**src/rtl/sdram_arbit_mc.sv**
```systemverilog
// -----------------------------------------------------------------------------
// sdram_arbit_mc
//
// Multi-channel SDRAM command arbiter. It sequences power-up initialisation and
// then arbitrates between auto-refresh and NUM_CH generic access channels
// (write or read engines). Selection is round-robin (RR_EN=1) or fixed
// priority, lowest index first (RR_EN=0). Refresh always beats the channels.
// The owner of the SDRAM command/bank/address bus is chosen combinationally
// from the current state. A refresh request that waits too long sets a
// status flag.
//
// Ports:
//   sys_clk, sys_rst_n            clock, asynchronous active-low reset
//   init_cmd/bank/addr, init_end  init-engine bus and completion flag
//   atref_req, atref_end          refresh request (level) and done pulse
//   atref_cmd/bank/addr           refresh-engine bus
//   ch_req, ch_end                per-channel request (level) and burst-done pulse
//   ch_cmd/bank/addr              flattened per-channel buses, channel i at slice i
//   atref_en, ch_en               registered engine enables (ch_en is one-hot)
//   sdram_cke                     tied high
//   sdram_cmd/bank/addr           muxed SDRAM bus
//   cur_state                     arbiter state (debug)
//   grant_id                      current or last granted channel
//   ref_late                      refresh overdue flag
// -----------------------------------------------------------------------------
module sdram_arbit_mc #(
    parameter int NUM_CH       = 4,
    parameter int CMD_W        = 4,
    parameter int BA_W         = 2,
    parameter int ADDR_W       = 12,
    parameter int RR_EN        = 1,
    parameter int REF_WAIT_MAX = 64,
    localparam int GW          = (NUM_CH > 1) ? $clog2(NUM_CH) : 1
) (
    input  logic                     sys_clk,
    input  logic                     sys_rst_n,
    input  logic [CMD_W-1:0]         init_cmd,
    input  logic [BA_W-1:0]          init_bank,
    input  logic [ADDR_W-1:0]        init_addr,
    input  logic                     init_end,
    input  logic                     atref_req,
    input  logic                     atref_end,
    input  logic [CMD_W-1:0]         atref_cmd,
    input  logic [BA_W-1:0]          atref_bank,
    input  logic [ADDR_W-1:0]        atref_addr,
    input  logic [NUM_CH-1:0]        ch_req,
    input  logic [NUM_CH-1:0]        ch_end,
    input  logic [NUM_CH*CMD_W-1:0]  ch_cmd,
    input  logic [NUM_CH*BA_W-1:0]   ch_bank,
    input  logic [NUM_CH*ADDR_W-1:0] ch_addr,
    output logic                     atref_en,
    output logic [NUM_CH-1:0]        ch_en,
    output logic                     sdram_cke,
    output logic [CMD_W-1:0]         sdram_cmd,
    output logic [BA_W-1:0]          sdram_bank,
    output logic [ADDR_W-1:0]        sdram_addr,
    output logic [1:0]               cur_state,
    output logic [GW-1:0]            grant_id,
    output logic                     ref_late
);

    localparam int RCW = $clog2(REF_WAIT_MAX + 1);
    localparam logic [CMD_W-1:0] CMD_NOP = CMD_W'(4'b0111);
    localparam logic [RCW-1:0]   REF_MAX = RCW'(REF_WAIT_MAX);

    typedef enum logic [1:0] {
        INIT         = 2'd0,
        ARBIT        = 2'd1,
        AUTO_REFRESH = 2'd2,
        ACCESS       = 2'd3
    } state_t;

    state_t           state;
    state_t           state_nxt;
    logic             win_vld;
    logic [GW-1:0]    win_id;
    logic [GW-1:0]    scan_id;
    logic [RCW-1:0]   ref_cnt;
    logic [NUM_CH-1:0] ch_en_nxt;

    // Unpacked views of the flattened channel buses so the mux can index by grant_id.
    logic [CMD_W-1:0]  ch_cmd_a  [NUM_CH];
    logic [BA_W-1:0]   ch_bank_a [NUM_CH];
    logic [ADDR_W-1:0] ch_addr_a [NUM_CH];

    // Counter that sticks at its ceiling instead of wrapping.
    function automatic logic [RCW-1:0] sat_inc(input logic [RCW-1:0] v);
        return (v == REF_MAX) ? v : v + 1'b1;
    endfunction

    for (genvar g = 0; g < NUM_CH; g++) begin : g_unpack
        assign ch_cmd_a[g]  = ch_cmd[g*CMD_W +: CMD_W];
        assign ch_bank_a[g] = ch_bank[g*BA_W +: BA_W];
        assign ch_addr_a[g] = ch_addr[g*ADDR_W +: ADDR_W];
    end

    assign sdram_cke = 1'b1;
    assign cur_state = state;
    assign ref_late  = (ref_cnt == REF_MAX);

    // Winner selection. Round-robin scans from the slot after the last grant,
    // so the reset value NUM_CH-1 makes channel 0 the first winner.
    always_comb begin
        win_vld = 1'b0;
        win_id  = '0;
        scan_id = '0;
        if (RR_EN != 0) begin
            for (int k = 1; k <= NUM_CH; k++) begin
                scan_id = GW'((int'(grant_id) + k) % NUM_CH);
                if (!win_vld && ch_req[scan_id]) begin
                    win_vld = 1'b1;
                    win_id  = scan_id;
                end
            end
        end else begin
            for (int i = NUM_CH - 1; i >= 0; i--) begin
                if (ch_req[i]) begin
                    win_vld = 1'b1;
                    win_id  = GW'(i);
                end
            end
        end
    end

    always_comb begin
        state_nxt = state;
        case (state)
            INIT:         if (init_end) state_nxt = ARBIT;
            ARBIT: begin
                if (atref_req)    state_nxt = AUTO_REFRESH;
                else if (win_vld) state_nxt = ACCESS;
            end
            AUTO_REFRESH: if (atref_end) state_nxt = ARBIT;
            ACCESS:       if (ch_end[grant_id]) state_nxt = ARBIT;
            default:      state_nxt = ARBIT;
        endcase
    end

    always_ff @(posedge sys_clk or negedge sys_rst_n) begin
        if (!sys_rst_n) begin
            state    <= INIT;
            grant_id <= GW'(NUM_CH - 1);
        end else begin
            state <= state_nxt;
            // The pointer only moves on a channel grant, never on refresh.
            if (state == ARBIT && !atref_req && win_vld)
                grant_id <= win_id;
        end
    end

    always_comb begin
        ch_en_nxt = '0;
        for (int i = 0; i < NUM_CH; i++)
            ch_en_nxt[i] = (state == ACCESS) && (grant_id == GW'(i));
    end

    // Enables lag cur_state by one cycle.
    always_ff @(posedge sys_clk or negedge sys_rst_n) begin
        if (!sys_rst_n) begin
            atref_en <= 1'b0;
            ch_en    <= '0;
        end else begin
            atref_en <= (state == AUTO_REFRESH);
            ch_en    <= ch_en_nxt;
        end
    end

    // Wait counter is cleared on the edge that enters AUTO_REFRESH so the
    // flag is already low in the first refresh cycle.
    always_ff @(posedge sys_clk or negedge sys_rst_n) begin
        if (!sys_rst_n) begin
            ref_cnt <= '0;
        end else if (!atref_req) begin
            ref_cnt <= '0;
        end else if (state != AUTO_REFRESH) begin
            if (state_nxt == AUTO_REFRESH) ref_cnt <= '0;
            else                           ref_cnt <= sat_inc(ref_cnt);
        end
    end

    always_comb begin
        sdram_cmd  = CMD_NOP;
        sdram_bank = '0;
        sdram_addr = '0;
        case (state)
            INIT: begin
                sdram_cmd  = init_cmd;
                sdram_bank = init_bank;
                sdram_addr = init_addr;
            end
            AUTO_REFRESH: begin
                sdram_cmd  = atref_cmd;
                sdram_bank = atref_bank;
                sdram_addr = atref_addr;
            end
            ACCESS: begin
                sdram_cmd  = ch_cmd_a[grant_id];
                sdram_bank = ch_bank_a[grant_id];
                sdram_addr = ch_addr_a[grant_id];
            end
            default: ;
        endcase
    end

endmodule

```
**config.mk**
```make
export PLATFORM = sky130hd
export DESIGN_NAME = sdram_arbit_mc
export DESIGN_NICKNAME = d
export VERILOG_FILES = /design/src/rtl/sdram_arbit_mc.sv
export SDC_FILE = /design/constraint.sdc
export NUM_CORES = 1
export LEC_CHECK = 0
export CAP_MARGIN = 20
export CORE_ASPECT_RATIO = 0.6
export CORE_MARGIN = 3
export CORE_UTILIZATION = 34
export CTS_CLUSTER_DIAMETER = 150
export DETAILED_ROUTE_END_ITERATION = 16
export MAX_ROUTING_LAYER = met4
export PLACE_DENSITY = 0.82
export SLEW_MARGIN = 20
export SYNTH_ARGS = -nofsm -noshare
export SYNTH_HDL_FRONTEND = slang
export SYNTH_SLANG_ARGS = --single-unit
```
**constraint.sdc**
```tcl
create_clock -name sys_clk -period 2.7 [get_ports sys_clk]
set_input_delay 0.27 -clock sys_clk [delete_from_list [all_inputs] [get_ports sys_clk]]
set_output_delay 0.27 -clock sys_clk [all_outputs]
set_load 0.01 [all_outputs]
```
Word-level counts from Yosys, hierarchy flattened

Index checks and enable logic that the tools add are counted.

Bits in writable memories: 0
Latch bits: 0
Bits of input ports: 121
Register bits after elaboration: 16
ROM bits: 0
Memories kept: 0

Add/subtract/negate cells: 5
Div/mod/pow operators: 0
Magnitude comparators: 6
Muxes and demuxes: 40
Bitwise gates (word level): 1
Shifts and indexed selects: 0
Reductions and logical operators: 16
Eq/ne operators: 11
Multipliers: 0

Operators by type and width:

| operator                                            | number |
|---|---|
| case mux 12 bit (3 select lines)                    | 1 |
| two-way mux 7 bit                                   | 4 |
| binary-select mux 12 bit (select 2 bit)             | 1 |
| two-way mux 12 bit                                  | 2 |
| two-way mux 2 bit                                   | 11 |
| < comparator 2 x 3 -> 1 bit (second input constant) | 5 |
| case mux 4 bit (3 select lines)                     | 1 |
| binary-select mux 1 bit (select 2 bit)              | 5 |
| == test 2 bit (second input constant)               | 5 |
| logical AND 1 bit                                   | 9 |
| two-way mux 1 bit                                   | 9 |
| binary-select mux 4 bit (select 2 bit)              | 1 |
| two-way mux 4 bit                                   | 2 |
| case mux 2 bit (4 select lines)                     | 1 |
| adder 7 x 1 -> 7 bit (second input constant)        | 1 |
| == test 7 bit (second input constant)               | 1 |
| case mux 2 bit (3 select lines)                     | 1 |
| adder 2 x 1 -> 2 bit (second input constant)        | 2 |
| adder 2 bit (second input constant)                 | 2 |
| binary-select mux 2 bit (select 2 bit)              | 1 |
| == test 2 x 1 -> 1 bit (second input constant)      | 2 |
| zero test 1 bit                                     | 4 |
| zero test 2 bit                                     | 2 |
| >= comparator 3 bit (second input constant)         | 1 |
| 5 further kinds                                     | 5 |

Logic depth before layout (Yosys ltp)

Gate-level depths: netlist of run 1.

Depth in word-level cells: 20
Gate-level depth with buffers: 7
Gate-level depth less buffers: 6

Worst setup path before layout of run 1

OpenSTA, ideal clock, no wires.

Kind: register -> register
From: register grant_id[1]
To: register grant_id[0]
Stages on the path, launching flop included: 8
Path slack: 0.368 ns
Required time: 2.618 ns
Clock period less this slack: 2.332 ns
Data arrival time: 2.250 ns
Library setup time: 0.082 ns
Cell sequence: dfstp_2 > buf_2 > buf_2 > inv_1 > ha_1 > mux2_2 > a211oi_1 > mux2_2

Cells in the longest elaborated chain, start to end: 14
Elaborated cells between the ends (all ways): 27

Ends and longest elaborated chain:

| item                                    | RTL line | text |
|---|---|---|
| from (decl)                             | 58       | `output logic [GW-1:0] grant_id,` |
| from (signal assigned)                  | 142      | `grant_id <= GW'(NUM_CH - 1);` |
| from (signal assigned)                  | 147      | `grant_id <= win_id;` |
| adder 2 x 1 -> 2 bit                    | 109      | `scan_id = GW'((int'(grant_id) + k) % NUM_CH);` |
| binary-select mux 1 bit (select 2 bit)  | 110      | `if (!win_vld && ch_req[scan_id]) begin` |
| two-way mux 1 bit (not written as such) | 110      |  |
| two-way mux 1 bit                       | 110      |  |
| zero test 1 bit                         | 110      |  |
| logical AND 1 bit                       | 110      |  |
| two-way mux 1 bit                       | 110      |  |
| zero test 1 bit                         | 110      |  |
| logical AND 1 bit                       | 110      |  |
| two-way mux 1 bit                       | 110      |  |
| zero test 1 bit                         | 110      |  |
| logical AND 1 bit                       | 110      |  |
| two-way mux 1 bit                       | 110      |  |
| logical AND 1 bit                       | 146      | `if (state == ARBIT && !atref_req && win_vld)` |

Several ways; a longest one is shown, not always the timed one. The select of a mux whose other input is x is not followed.
A chain may end at the register's enable or synchronous reset.

Worst setup path after layout of run 1

From: register grant_id[0]
To: output port sdram_cmd[0]

Cells in the longest elaborated chain, start to end: 5

Ends and longest elaborated chain:

| item                                                 | RTL line | text |
|---|---|---|
| NOT 2 -> 3 bit (not written as such)                 | 197      | `sdram_cmd = ch_cmd_a[grant_id];` |
| binary-select mux 4 bit (select 2 bit)               | 197      |  |
| two-way mux 4 bit (not written as such) (2 in a row) | 197      |  |
| case mux 4 bit (3 select lines)                      | 185      | `case (state)` |
| to (decl)                                            | 54       | `output logic [CMD_W-1:0] sdram_cmd,` |

Every way passes these cells. The select of a mux whose other input is x is not followed.

==> results of run 1 <==
==> registers in the layout, indices dropped and copies added (netlist names) <==
register / flops
ch_en: 4
grant_id: 2
cur_state: 2
atref_en: 1
ref_cnt: 7
==> area by class of cell <==
type | instances | area (sq um) | share of cell area [%]
Tap cell | 66 | 82.6 | 2.30
Timing Repair Buffer | 163 | 1650 | 46.0
Clock buffer | 4 | 55.1 | 1.53
Sequential cell | 16 | 403 | 11.2
Inverter | 7 | 26.3 | 0.732
Multi-Input combinational cell | 138 | 1370 | 38.2
==> worst max-delay path, cell delays in order, from the launching register on <==
cell             delay (ns)
dfstp_2                0.57
buf_12                 0.16
buf_4                  0.12
mux4_2                 0.47
mux2i_1                0.15
a21oi_1                0.11
clkdlybuf4s50_1        0.50
==> per-stage QoR <==
stage	util [%]	hold WS, ns
3_5_place_dp	66.0	0.576
2_1_floorplan	-	-0.0256
4_1_cts	67.5	0.485
3_3_place_gp	66.0	0.560
5_1_grt	68.6	0.520
6_report	68.6	0.455
==> repair_timing <==
item | 4_1_cts | 5_1_grt
setup buffers | 0 | 4
cloned | 1 | 0
pin swaps | 0 | 0
endpoints found under the setup margin | 13 | 9
gates resized for setup | 6 | 10
==> layer usage <==
metal | share of wire [%] | up-vias | GRT usage (%)
met3 | 7.7 | 12 | 3.82
met2 | 49 | 112 | 39.9
met5 | 0 | - | -
met1 | 42 | 1067 | 32.3
li1 | - | 1020 | -
met4 | 0.91 | 0 | 1.15
==> where the power goes <==
part           switching, mW  total, mW  internal, mW
logic                  0.991       2.37          1.38
clock network         0.0892      0.219         0.129
registers             0.0518      0.374         0.323
==> path summary, 6_finish.rpt <==
path,to,cells past startpoint
setup / recovery,sdram_cmd[0],6
hold reg to reg,ref_cnt[1],1
hold / removal,ch_en[0],1
min in group sys_clk,ref_cnt[1],1
max in group asynchronous,ref_cnt[5],1
setup reg to reg,grant_id[0],6
==> synth_stat cells (4+ instances only) <==
library cell / number
a21oi_1: 8
a22o_1: 17
a31oi_1: 4
and3_1: 4
buf_2: 5
clkbuf_1: 9
dfrtp_1: 14
ha_1: 6
inv_1: 7
mux2_2: 17
mux2i_1: 8
mux4_1: 5
mux4_2: 15
nand2_1: 5
nand3_1: 4
nor2_1: 8
nor3_1: 8
o21ai_0: 7
==> cell families (layout without fill, tap and decap cells) <==
kind of cell,after synthesis,count (layout),share of synthesized area (%)
compound gates,48,48,18.7
buf+inv,25,174,6.89
other cells,1,1,0.197
mux,45,45,38.9
flops,16,16,21.1
fa+ha+maj,6,6,3.94
simple gates,38,38,10.2
==> impl_metrics.env, run 1 <==
export IMPL_fillCellCount=404
export IMPL_rows=20
export IMPL_reg2reg_from="grant_id[0]"
export IMPL_hold_viol=0
export IMPL_wl_um=7940
export IMPL_die_x_um=103
export IMPL_track_usage_pct=23.9
export IMPL_dr_first_iter_drc_count=160
export IMPL_place_gp_congestion=0.952
export IMPL_final_max_slew_viol_count=0
export IMPL_ys_seq_elements=16
export IMPL_dr_total_vias=2211
export IMPL_rsz0062_at_grt="false"
export IMPL_required_ns=2.43
export IMPL_setup_ws_ns=0.0937
export IMPL_dpl_instance_area_sq_um=3450
export IMPL_initial_core_util_pct=36.4
export IMPL_fin_total_pwr_mw=2.96
export IMPL_outcome="completed"
export IMPL_async_flop_share_pct=100
export IMPL_wire_per_inst_um=20.2
export IMPL_totalNegativeSetupSlack_ns=0
export IMPL_min_period_ns=2.61
export IMPL_mostFrequentLayoutCells="132 x clkdlybuf4s50_1, 17 x mux2_2, 17 x a22o_1"
export IMPL_peakVddDrop_mv=0.431
export IMPL_antenna_found_initial=0
export IMPL_syn_nets=306
export IMPL_critPathArrivalTime_ns=2.34
export IMPL_area_growth_pct=88.2
export IMPL_hold_path_class="primary input to asynchronous set/reset pin"
export IMPL_grt_max_degree=31
export IMPL_fp_dieH_um=64.0
export IMPL_root_buffer="clkbuf_8"
export IMPL_crit_start="grant_id[0]"
export IMPL_yosys_warnings=0
export IMPL_synth_enable_flop_cells=0
export IMPL_pin_count=150
export IMPL_reg2reg_slack_ns=0.40
export IMPL_power_leakage_nw=1.63
export IMPL_skew_ns=0.000517
export IMPL_synth_top_area_share_pct=18.4
export IMPL_dieArea_sq_um=6570
export IMPL_synthTopCellsByArea="dfrtp_1 18%, mux4_2 18%, mux2_2 10%"
export IMPL_grt_pass1_vias=2140
export IMPL_power_density_nw_per_um2=826
export IMPL_worst_path_max_fanout=13
export IMPL_drcViolationCount=0
export IMPL_synth_distinct_cells=38
export IMPL_synth_flop_cell="dfrtp_1"
export IMPL_finalSetupViolCount=0
export IMPL_final_cell_area_sq_um=3590
export IMPL_dp_hpwl_um=6270
export IMPL_cts_hold_buf=0
export IMPL_layout_nets=456
export IMPL_grt_first_pass_wirelength_um=11800
export IMPL_io_buffers=148
export IMPL_final_common_cell="clkdlybuf4s50_1"
export IMPL_fmax_ghz=0.384
export IMPL_pre_cts_ws_ns=0.211
export IMPL_ant_nets=0
export IMPL_tightestPinTransition_ns=0.742
export IMPL_cts_buffer_depth=2
export IMPL_dp_cells=385
export IMPL_antenna_cells_inserted=0
export IMPL_period_share_pct=96.5
export IMPL_fin_cells=394
export IMPL_cts_buffers=3
export IMPL_syn_inst=179
export IMPL_htreeDepth=1
export IMPL_cts_sinks=16
export IMPL_clk_latency_ns=0.25
export IMPL_layout_drive_gt1_share_pct=16.2
export IMPL_cap_viol_max_count=0
export IMPL_syn_area_sq_um=1910
export IMPL_synth_seq_area_share_pct=21.1
export IMPL_synth_top_cell_by_area="dfrtp_1"
export IMPL_cp_end_kind="output pin"
export IMPL_core_region_area_sq_um=5230
export IMPL_cts_tree="yes"
export IMPL_cts_reportedPaths_clkPinSlew_ns=0.07
export IMPL_crit_path_start_kind="flip-flop"
export IMPL_critical_path_class="flip-flop to output pin"
export IMPL_viasPerCell=5.61
export IMPL_relSlewSlack_pct=50.4
export IMPL_synth_area_per_cell_sq_um=10.6
export IMPL_grt_overflow=0
export IMPL_dr_pass1_iters=8
(Power assumes the default switching activity.)
==> run 2: changes to the inputs <==
--- a/config.mk
+++ b/config.mk
@@ -7,12 +7,12 @@
 export LEC_CHECK = 0
 export CAP_MARGIN = 20
 export CORE_ASPECT_RATIO = 0.6
-export CORE_MARGIN = 3
 export CORE_UTILIZATION = 34
 export CTS_CLUSTER_DIAMETER = 150
 export DETAILED_ROUTE_END_ITERATION = 16
 export MAX_ROUTING_LAYER = met4
 export PLACE_DENSITY = 0.82
+export SKIP_LAST_GASP = 1
 export SLEW_MARGIN = 20
 export SYNTH_ARGS = -nofsm -noshare
 export SYNTH_HDL_FRONTEND = slang
==> impl_metrics.env, run 2 (same netlist as run 1, synthesis figures left out) <==
export IMPL_outcome="completed"
export IMPL_finalSetupViolCount=0
export IMPL_grt_overflow=0
export IMPL_clk_latency_ns=0.26
export IMPL_dieArea_sq_um=5920
export IMPL_r2r_end="grant_id[0]"
export IMPL_antenna_cells_inserted=0
export IMPL_final_common_cell="clkdlybuf4s50_1"
export IMPL_place_gp_congestion=0.859
export IMPL_dp_cells=385
export IMPL_drcViolationCount=0
export IMPL_wire_per_inst_um=19.8
export IMPL_cts_buffer_depth=2
export IMPL_skew_ns=0.00744
export IMPL_root_buffer="clkbuf_8"
export IMPL_htreeDepth=1
export IMPL_peakVddDrop_mv=0.569
export IMPL_cts_reportedPaths_clkPinSlew_ns=0.07
export IMPL_track_usage_pct=28.1
export IMPL_largest_reg_flops=7
export IMPL_pin_count=150
export IMPL_hold_viol=0
export IMPL_ant_nets=0
export IMPL_period_share_pct=97.5
export IMPL_power_leakage_nw=1.64
export IMPL_reg2reg_from="grant_id[1]"
export IMPL_hold_path_class="primary input to asynchronous set/reset pin"
export IMPL_grt_max_degree=34
export IMPL_rows=20
export IMPL_mostFrequentLayoutCells="130 x clkdlybuf4s50_1, 17 x mux2_2, 17 x a22o_1"
export IMPL_initial_core_util_pct=36.4
export IMPL_worst_path_max_fanout=12
export IMPL_critPathArrivalTime_ns=2.36
export IMPL_dr_first_iter_drc_count=50
export IMPL_required_ns=2.43
export IMPL_viasPerCell=5.56
export IMPL_cts_buffers=3
export IMPL_die_x_um=98.7
export IMPL_critical_path_class="flip-flop to output pin"
export IMPL_dp_hpwl_um=6250
export IMPL_reg2reg_slack_ns=0.33
export IMPL_holdWs_ns=0.459
export IMPL_max_stage_delay_ns=0.55
export IMPL_pre_cts_ws_ns=0.219
export IMPL_tightestPinTransition_ns=0.759
export IMPL_largest_register="ref_cnt"
export IMPL_crit_path_start_kind="flip-flop"
export IMPL_layout_nets=454
export IMPL_timing_critical_path_buf_inv=3
export IMPL_largest_registers="ref_cnt: 7 flops, ch_en: 4 flops"
export IMPL_wl_um=7770
export IMPL_path_depth=6
export IMPL_io_buffers=148
export IMPL_setup_ws_ns=0.0681
export IMPL_cap_viol_max_count=0
export IMPL_fin_cells=392
export IMPL_final_max_slew_viol_count=0
export IMPL_core_region_area_sq_um=5230
export IMPL_cts_tree="yes"
export IMPL_grt_first_pass_wirelength_um=12100
export IMPL_r2r_cells=5
export IMPL_relSlewSlack_pct=49.3
export IMPL_cts_sinks=16
export IMPL_fp_dieH_um=60.0
export IMPL_area_growth_pct=86.8
export IMPL_dr_total_vias=2180
export IMPL_rsz0062_at_grt="false"
export IMPL_layout_drive_gt1_share_pct=15.6
export IMPL_antenna_found_initial=0
export IMPL_fmax_ghz=0.380
export IMPL_slowest_stage="dfstp_2"
export IMPL_cts_hold_buf=0
export IMPL_min_period_ns=2.63
export IMPL_grt_pass1_vias=2190
export IMPL_power_density_nw_per_um2=810
export IMPL_totalNegativeSetupSlack_ns=0
export IMPL_dr_pass1_iters=4
export IMPL_crit_path_cell_trace="buf_12 -> buf_4 -> mux4_1 -> mux2_2 -> a22o_1 -> dlygate4sd2_1"
export IMPL_cp_top_family="multiplexers"
export IMPL_cp_end_kind="output pin"
[run 2: changes by cell type in the layout (fill, tap and decap cells not counted)]
cell / delta
dlymetal6s2s_1: +4
dlygate4sd2_1: -2
bufbuf_16: -1
clkdlybuf4s50_1: -2
buf_4: -1
[run 2: layer usage]
metal	part of all wire [%]	track usage (%)	vias to the layer above
met5	0	-	-
met4	0.12	2.56	0
met3	5.6	5.03	3
met2	51	52.8	91
met1	43	33.4	1077
li1	-	-	1009
[run 2: timing repair]
item	CTS	global route
buffers inserted	1	2
setup endpoints to repair	8	14
resized for setup	4	14
[run 2: how the worst max path moves through the flow]
stage	from	end	slack, ns
4_1_cts	grant_id[0]	sdram_addr[3]	0.006
5_1_grt	grant_id[0]	sdram_addr[5]	0.006
3_5_place_dp	grant_id[0]	sdram_addr[5]	0.22
3_3_place_gp	grant_id[0]	sdram_addr[5]	0.25
2_1_floorplan	grant_id[1]	grant_id[0]	0.37
6_report	grant_id[0]	sdram_addr[5]	0.07
[run 2: layout make-up]
class                      instances  area (sq um)
tap                               66          82.6
clock buffer                       4          55.1
sequential                        16           403
fill                             432          1670
inverter                           7          26.3
timing repair buffer             161          1620
multi-input combinational        138          1370
[run 2: worst register-to-register path, stage by stage, from the launching register on]
cell and delay, ns:
dfstp_2 0.81, inv_1 0.20, ha_1 0.33, mux2_2 0.33, a211oi_1 0.26, mux2_2 0.36
[run 2: through the flow]
step / utilization (%) / instance area, sq um / power, mW
global route: 68.1 / 3560 / 3.06
CTS: 67.1 / 3510 / 2.92
floorplan: - / 1910 / 1.78
global placement: 66.0 / 3450 / 2.66
detailed placement: 66.0 / 3450 / 2.70
finish: 68.1 / 3560 / 2.88
[run 2: power by group]
part	internal, mW	leakage [nW]	switching [mW]	total [mW]
clock	0.130	0.0288	0.0901	0.220
sequential	0.324	0.206	0.108	0.432
combinational	1.32	1.40	0.916	2.23
total	1.77	1.64	1.11	2.88
